[config.mk]
export PLATFORM = sky130hd
export DESIGN_NAME = ntt_bfly_addr_gen
export DESIGN_NICKNAME = d
export VERILOG_FILES = /design/src/rtl/ntt_pkg.sv /design/src/rtl/ntt_bfly_lane_addr.sv /design/src/rtl/ntt_bfly_addr_gen.sv
export SDC_FILE = /design/constraint.sdc
export NUM_CORES = 1
export LEC_CHECK = 0
export ABC_AREA = 0
export BUFFER_PORTS_ARGS = -buffer_cell sky130_fd_sc_hd__buf_2
export CAP_MARGIN = 20
export CORE_MARGIN = 2
export CORE_UTILIZATION = 41
export DETAILED_ROUTE_END_ITERATION = 10
export PLACE_DENSITY = 0.62
export SLEW_MARGIN = 5
export SYNTH_ARGS = -nofsm -noshare
export SYNTH_HDL_FRONTEND = slang
export SYNTH_SLANG_ARGS = --single-unit
[constraint.sdc]
create_clock -name clk -period 9.36 [get_ports clk]
set_clock_uncertainty 0.2 [all_clocks]
set_input_delay 1.404 -clock clk [delete_from_list [all_inputs] [get_ports clk]]
set_output_delay 1.404 -clock clk [all_outputs]
set_load 0.03 [all_outputs]
[src/rtl/ntt_pkg.sv]
// Shared types and helpers for the radix-2 NTT butterfly address generator.
package ntt_pkg;

    localparam int ADDR_W  = 10;
    localparam int TW_W    = ADDR_W - 1;
    localparam int LOG_W   = 4;
    localparam int STAGE_W = 4;

    typedef enum logic [2:0] {
        ST_IDLE,
        ST_LOAD,
        ST_RUN,
        ST_WAIT,
        ST_FIN
    } state_t;

    // cfg selects N = 8 << cfg, so log2(N) = cfg + 3.
    function automatic logic [LOG_W-1:0] cfg_to_log_n(input logic [2:0] cfg);
        return LOG_W'(cfg) + LOG_W'(3);
    endfunction

    function automatic logic [LOG_W-1:0] log2_pow2(input logic [ADDR_W-1:0] x);
        logic [LOG_W-1:0] r;
        r = '0;
        for (int i = 0; i < ADDR_W; i++) begin
            if (x[i]) r = LOG_W'(i);
        end
        return r;
    endfunction

endpackage

[src/rtl/ntt_bfly_lane_addr.sv]
// One butterfly's (top, bottom, twiddle) addresses from its linear index k within a stage.
module ntt_bfly_lane_addr #(
    parameter int ADDR_W = ntt_pkg::ADDR_W,
    parameter int TW_W   = ntt_pkg::TW_W,
    parameter int LOG_W  = ntt_pkg::LOG_W
) (
    input  logic [ADDR_W-1:0] i_k,
    input  logic [ADDR_W-1:0] i_h,
    input  logic [LOG_W-1:0]  i_log_h,
    input  logic [LOG_W-1:0]  i_log_n,
    output logic [ADDR_W-1:0] o_top,
    output logic [ADDR_W-1:0] o_bot,
    output logic [TW_W-1:0]   o_tw
);

    logic [ADDR_W-1:0] w_g;
    logic [ADDR_W-1:0] w_j;
    logic [ADDR_W-1:0] w_top;
    logic [LOG_W-1:0]  w_top_sh;
    logic [LOG_W-1:0]  w_tw_sh;

    // k splits into group g (which 2h-wide block) and offset j inside the block.
    assign w_g      = i_k >> i_log_h;
    assign w_j      = i_k & (i_h - ADDR_W'(1));
    assign w_top_sh = i_log_h + LOG_W'(1);
    assign w_top    = (w_g << w_top_sh) | w_j;
    assign w_tw_sh  = i_log_n - LOG_W'(1) - i_log_h;

    assign o_top = w_top;
    assign o_bot = w_top + i_h;
    assign o_tw  = TW_W'(w_j << w_tw_sh);

endmodule

[src/rtl/ntt_bfly_addr_gen.sv]
// Radix-2 NTT butterfly address generator: LANES butterflies per beat over valid/ready,
// stepping stages on the configuration block's trigger.
module ntt_bfly_addr_gen #(
    parameter int LANES  = 4,
    parameter int ADDR_W = ntt_pkg::ADDR_W,
    parameter int TW_W   = ntt_pkg::TW_W
) (
    input  logic                    clk,
    input  logic                    i_reset,
    input  logic                    i_start,
    input  logic [2:0]              i_point_configuration,
    input  logic [ADDR_W-1:0]       i_stride,
    input  logic                    i_new_stage_trigger,
    input  logic                    i_ready,
    output logic                    o_valid,
    output logic [LANES*ADDR_W-1:0] o_top_addr,
    output logic [LANES*ADDR_W-1:0] o_bot_addr,
    output logic [LANES*TW_W-1:0]   o_tw_idx,
    output logic                    o_working,
    output logic [3:0]              o_stage,
    output logic                    o_busy,
    output logic                    o_done
);
    import ntt_pkg::*;

    state_t r_state;
    state_t w_state_nxt;

    logic [LOG_W-1:0]  r_log_n;
    logic [LOG_W-1:0]  r_log_h;
    logic [ADDR_W-1:0] r_h;
    logic [ADDR_W-1:0] r_k_base;
    logic [3:0]        r_stage;

    logic [LANES-1:0][ADDR_W-1:0] r_top;
    logic [LANES-1:0][ADDR_W-1:0] r_bot;
    logic [LANES-1:0][TW_W-1:0]   r_tw;

    logic [LANES-1:0][ADDR_W-1:0] w_top;
    logic [LANES-1:0][ADDR_W-1:0] w_bot;
    logic [LANES-1:0][TW_W-1:0]   w_tw;

    logic              w_load;
    logic              w_accept;
    logic              w_last_beat;
    logic [ADDR_W-1:0] w_half_n;
    logic [ADDR_W-1:0] w_k_nxt;
    logic [ADDR_W-1:0] w_h_nxt;
    logic [LOG_W-1:0]  w_log_h_nxt;

    assign w_load      = (r_state == ST_LOAD);
    assign w_accept    = (r_state == ST_RUN) && i_ready;
    assign w_half_n    = ADDR_W'(1) << (r_log_n - LOG_W'(1));
    assign w_last_beat = (r_k_base == w_half_n - ADDR_W'(LANES));

    // Lanes always compute the *next* beat so the output registers can load it on
    // LOAD (first beat, from the fresh stride) or on an accepted beat.
    assign w_k_nxt     = w_load ? '0 : r_k_base + ADDR_W'(LANES);
    assign w_h_nxt     = w_load ? i_stride : r_h;
    assign w_log_h_nxt = w_load ? log2_pow2(i_stride) : r_log_h;

    for (genvar l = 0; l < LANES; l++) begin : g_lane
        ntt_bfly_lane_addr #(
            .ADDR_W (ADDR_W),
            .TW_W   (TW_W),
            .LOG_W  (LOG_W)
        ) u_lane (
            .i_k     (w_k_nxt + ADDR_W'(l)),
            .i_h     (w_h_nxt),
            .i_log_h (w_log_h_nxt),
            .i_log_n (r_log_n),
            .o_top   (w_top[l]),
            .o_bot   (w_bot[l]),
            .o_tw    (w_tw[l])
        );
    end

    always_ff @(posedge clk or posedge i_reset) begin
        if (i_reset) begin
            r_state <= ST_IDLE;
        end else begin
            r_state <= w_state_nxt;
        end
    end

    always_comb begin
        w_state_nxt = r_state;
        o_valid     = 1'b0;
        o_done      = 1'b0;
        o_busy      = 1'b1;
        unique case (r_state)
            ST_IDLE: begin
                o_busy = 1'b0;
                if (i_start) w_state_nxt = ST_LOAD;
            end
            ST_LOAD: w_state_nxt = ST_RUN;
            ST_RUN: begin
                o_valid = 1'b1;
                if (w_accept && w_last_beat)
                    w_state_nxt = (r_h == ADDR_W'(1)) ? ST_FIN : ST_WAIT;
            end
            ST_WAIT: begin
                if (i_new_stage_trigger) w_state_nxt = ST_LOAD;
            end
            ST_FIN: begin
                o_done      = 1'b1;
                w_state_nxt = ST_IDLE;
            end
            default: w_state_nxt = ST_IDLE;
        endcase
    end

    always_ff @(posedge clk or posedge i_reset) begin
        if (i_reset) begin
            r_log_n  <= '0;
            r_log_h  <= '0;
            r_h      <= '0;
            r_k_base <= '0;
            r_stage  <= '0;
            r_top    <= '0;
            r_bot    <= '0;
            r_tw     <= '0;
        end else begin
            if (r_state == ST_IDLE && i_start) begin
                r_log_n <= cfg_to_log_n(i_point_configuration);
                r_stage <= '0;
            end
            if (r_state == ST_WAIT && i_new_stage_trigger)
                r_stage <= r_stage + 4'd1;
            if (w_load) begin
                r_h      <= i_stride;
                r_log_h  <= w_log_h_nxt;
                r_k_base <= '0;
            end else if (w_accept) begin
                r_k_base <= w_k_nxt;
            end
            // Hold the presented beat until accepted; nothing past the stage end is loaded.
            if (w_load || (w_accept && !w_last_beat)) begin
                r_top <= w_top;
                r_bot <= w_bot;
                r_tw  <= w_tw;
            end
        end
    end

    assign o_top_addr = r_top;
    assign o_bot_addr = r_bot;
    assign o_tw_idx   = r_tw;
    assign o_stage    = r_stage;
    assign o_working  = o_valid & i_ready;

endmodule

==> metrics.md <==
| Metric | Value |
|---|---|
| Worst skew pair latency | 0.45 ns |
| Yosys Warn Count | 0 |
| Yosys reg bits | 149 |
| Dominant synthesized flop cell | dfrtp_1 |
| Post-route DRC | 0 |
| GRT met3 Usage | 6.64% |
| Core Area | 31300 sq um |
| Post-synthesis xor/xnor area fraction | 5.69% |
| Hold crit path type | flop to flop |
| Hold EP | o_tw_idx[30]$_DFFE_PP0P_ |
| # IOs | 142 |
| Hold Crit Start | o_tw_idx[30]$_DFFE_PP0P_ |
| Setup CP Type | flop to flop |
| Final period utilization | 78.8% |
| Final hold slack | 0.264 ns |
| Synth unique cells | 92 |
| Setup crit end kind | flop |
| Clock input transition at the sequential cells of the worst setup and hold paths | 0.08 ns |
| Crit-path cells | or3b_1, buf_4, nand2_1, o21a_1, clkinv_1, ha_1, xnor2_1, buf_4, nand2_1, nor2_1, a21oi_1, inv_1, ha_1, a21o_1, a21oi_1, o21ai_0, a2111oi_0, nor3_1, a21o_1, a21oi_1, xor2_1, xnor2_1, o21ai_0 |
| Finished Core Util | 46.5% |
| Sequential area share after synthesis | 28.8% |
| GRT overflow | 0 |
| Post-CTS setup buffers | 0 |
| Post-Synth Simple-Gate Area | 20.5% |
| Avg Synthesized Cell Area | 7.80 sq um |
| Die extent in y | 182 um |
| Htree depth | 4 |
| R2r endpoint | o_bot_addr[29]$_DFFE_PP0P_ |
| Slew Limit Fails | 0 |
| Vias/cell | 6.39 |
| GRT met1 Usage | 46.7% |
| Peak per-stage delay on the critical path | 0.75 ns |
| Reg2Reg Depth | 23 |
| Layout area overhead | 12.5% |
| Final setup TNS | 0 ns |
| Async SR Flop Fraction | 100% |
| Max Fanout on Critical Path | 42 |
| HPWL after detailed placement | 43100 um |
| Synth Area in Compound Gates | 27.5% |
| GPL Wtd Cong | 1.00 |
| Total wire length | 56600 um |
| 1st-iter DRT viols | 1582 |
| Endpoints failing hold | 0 |
| Critical R2R Launch | r_state[1]$_DFFE_PP0P_ |
| Worst Path Arrival | 7.48 ns |
| CTS resizes | 0 |
| Num CTS Buffers | 17 |
| Port bufs | 141 |
| Max Cap Viol | 0 |
| DR pass1 iterations | 5 |
| Hold Path Depth | 2 |
| Cts hold-fix bufs | 0 |
| RSZ-0062 raised after global routing | false |
| Die Wd | 182 um |
| Final instance area | 14600 sq um |
| Post-synth EDFFs | 0 |
| Clock sink total | 149 |
| Fillcell total | 3111 |
| CP max stage cell | clkinv_1 |
| Routed WL per cell | 26.2 um |
| Net Count, Synth | 1736 |
| Nets | 1817 |
| Status | completed |
| Routed vias | 13800 |
| Placed Area | 14000 sq um |
| Row count | 65 |
| Fin crit period | 7.37 ns |
| Fmax | 136 MHz |
| Post-Syn Instances | 1659 |
| Adder-Cell Fraction of Synth Area | 6.00% |
| Worst-margin pin slew | 1.17 ns |
| CTS tree | done |
| Die area | 33000 sq um |
| Top delay family on crit path | simple AND/OR/NAND/NOR gates |
| Met2 layer usage reported by global route | 52.9% |
| Number of global-route vias before repair | 13000 |
| Most Crowded Layer GR | met2 |
| Largest family of logic cells by synthesized area | compound AO/OA/AOI/OAI gates |
| CP bufs+invs | 4 |
| Gr usage total | 34.2% |
| Reg2reg setup slack | 1.99 ns |
| First-pass GRT wire length | 84800 um |
| Initial antenna violation count | 2 |
| Share of cells above drive strength 1 | 15.8% |
| Largest net degree at the start of global routing | 90 |
| Critical Path Start Type | flop |
| Mux share of post-synthesis cell area | 6.07% |
| CP required | 9.47 ns |
| Worst path most repeated cell | a21oi_1 |
| Remaining antenna violation count | 0 |
| Synth Cell Area | 12900 sq um |
| CTS root buf | clkbuf_16 |
| Final setup viols | 0 |
| CTS max path bufs | 2 |
| Relative slew slack | 21.7% |
| Initial core utilization | 41.3% |
## flip-flops by register name, summed over array words and instances, names as in the netlist
signal and count:
o_bot_addr 40, o_top_addr 40, o_tw_idx 34, r_h 10, r_k_base 10, o_stage 4, r_log_h 4, r_log_n 4
r_state 3
## final cells by class
class | instances | area (sq um) | share of cell area [%]
clock buffer | 18 | 439 | 3.02
timing repair buffer | 175 | 961 | 6.60
tap | 402 | 503 | 3.46
multi-input combinational | 1338 | 8540 | 58.7
sequential | 149 | 3730 | 25.6
antenna | 3 | 7.51 | 0.0516
clock inverter | 14 | 150 | 1.03
inverter | 59 | 226 | 1.56
## cell usage in the layout, fill, tap and decap left out, types with 8 or more instances in the layout
cell type    n
nand2_1    192
a211oi_1    26
o211ai_1    23
buf_2      141
dfrtp_1    149
buf_4       34
a21o_1      21
o21a_1       9
mux2_2      33
nand2b_1    13
xnor2_1     54
a31oi_1     23
a211o_1      8
a221oi_1    13
a22oi_1     10
nor4_1      11
nor2_1     179
and2_1      16
clkbuf_16   17
a21oi_1    157
nand4_1      9
o22ai_1     16
nor3_1      55
ha_1        54
or3_1       17
o21ai_0    112
xor2_1      30
o31ai_1     25
nand3_1     44
inv_1       54
mux2i_1     23
o221ai_1    14
## metal layers
layer | wire, um | vias up
li1 | - | 6235
met1 | 24800 | 6670
met2 | 25000 | 721
met3 | 4410 | 153
met4 | 2430 | 2
met5 | 17 | -
## how the worst max path moves through the flow
stage	slack, ns	to	from	cells past startpoint
after detailed placement	1.91	o_bot_addr[29]$_DFFE_PP0P_	i_stride[2]	23
final	1.99	o_bot_addr[29]$_DFFE_PP0P_	r_state[1]$_DFFE_PP0P_	23
after global routing	1.53	o_bot_addr[29]$_DFFE_PP0P_	r_state[1]$_DFFE_PP0P_	23
after floorplan	2.91	o_bot_addr[29]$_DFFE_PP0P_	i_stride[9]	24
after CTS	2.15	o_bot_addr[29]$_DFFE_PP0P_	r_state[1]$_DFFE_PP0P_	23
after global placement	1.89	o_bot_addr[8]$_DFFE_PP0P_	i_stride[9]	24
## cells by family (layout without fill, tap and decap cells)
family | Yosys count | after routing
fa+ha+maj | 59 | 59
compound gates | 548 | 548
flops | 149 | 149
other cells | 0 | 3
xor+xnor | 84 | 84
simple gates | 581 | 581
buf+inv | 172 | 266
mux | 66 | 66
## cells in the mapped netlist (11+ instances only)
| cell type | n | area [sq um] |
|---|---|---|
| buf_2 | 20 | 100 |
| nand3_1 | 44 | 220 |
| xnor2_1 | 54 | 473 |
| nand2b_1 | 13 | 81.3 |
| nor3_1 | 55 | 275 |
| mux2i_1 | 24 | 240 |
| and2_1 | 16 | 100 |
| o31ai_1 | 25 | 188 |
| o211ai_1 | 23 | 173 |
| o22ai_1 | 16 | 100 |
| a31oi_1 | 23 | 144 |
| mux2_2 | 33 | 372 |
| inv_1 | 55 | 206 |
| nor4_1 | 11 | 68.8 |
| clkbuf_1 | 75 | 282 |
| a21oi_1 | 157 | 786 |
| a211oi_1 | 26 | 195 |
| or3_1 | 17 | 106 |
| ha_1 | 54 | 676 |
| nor2_1 | 180 | 676 |
| o221ai_1 | 14 | 123 |
| buf_1 | 12 | 45.0 |
| a21o_1 | 21 | 158 |
| dfrtp_1 | 149 | 3730 |
| nand2_1 | 192 | 721 |
| a221oi_1 | 13 | 114 |
| xor2_1 | 30 | 263 |
| o21ai_0 | 115 | 576 |
## per-stage QoR
step,std cells,setup slack [ns]
2_1_floorplan,1659,2.91
3_3_place_gp,2123,1.89
3_5_place_dp,2123,1.91
4_1_cts,2155,2.15
5_1_grt,2155,1.53
6_report,2158,1.99
## tightest hold or removal path: cells and delay by family (launching register included)
family | cells | cell delay, ns
DFF | 1 | 0.34
and+or+nand+nor | 2 | 0.09
Power is left out: the tool's default activity adds up to more than one toggle a clock period on the data nets, which glitch-free logic cannot reach.
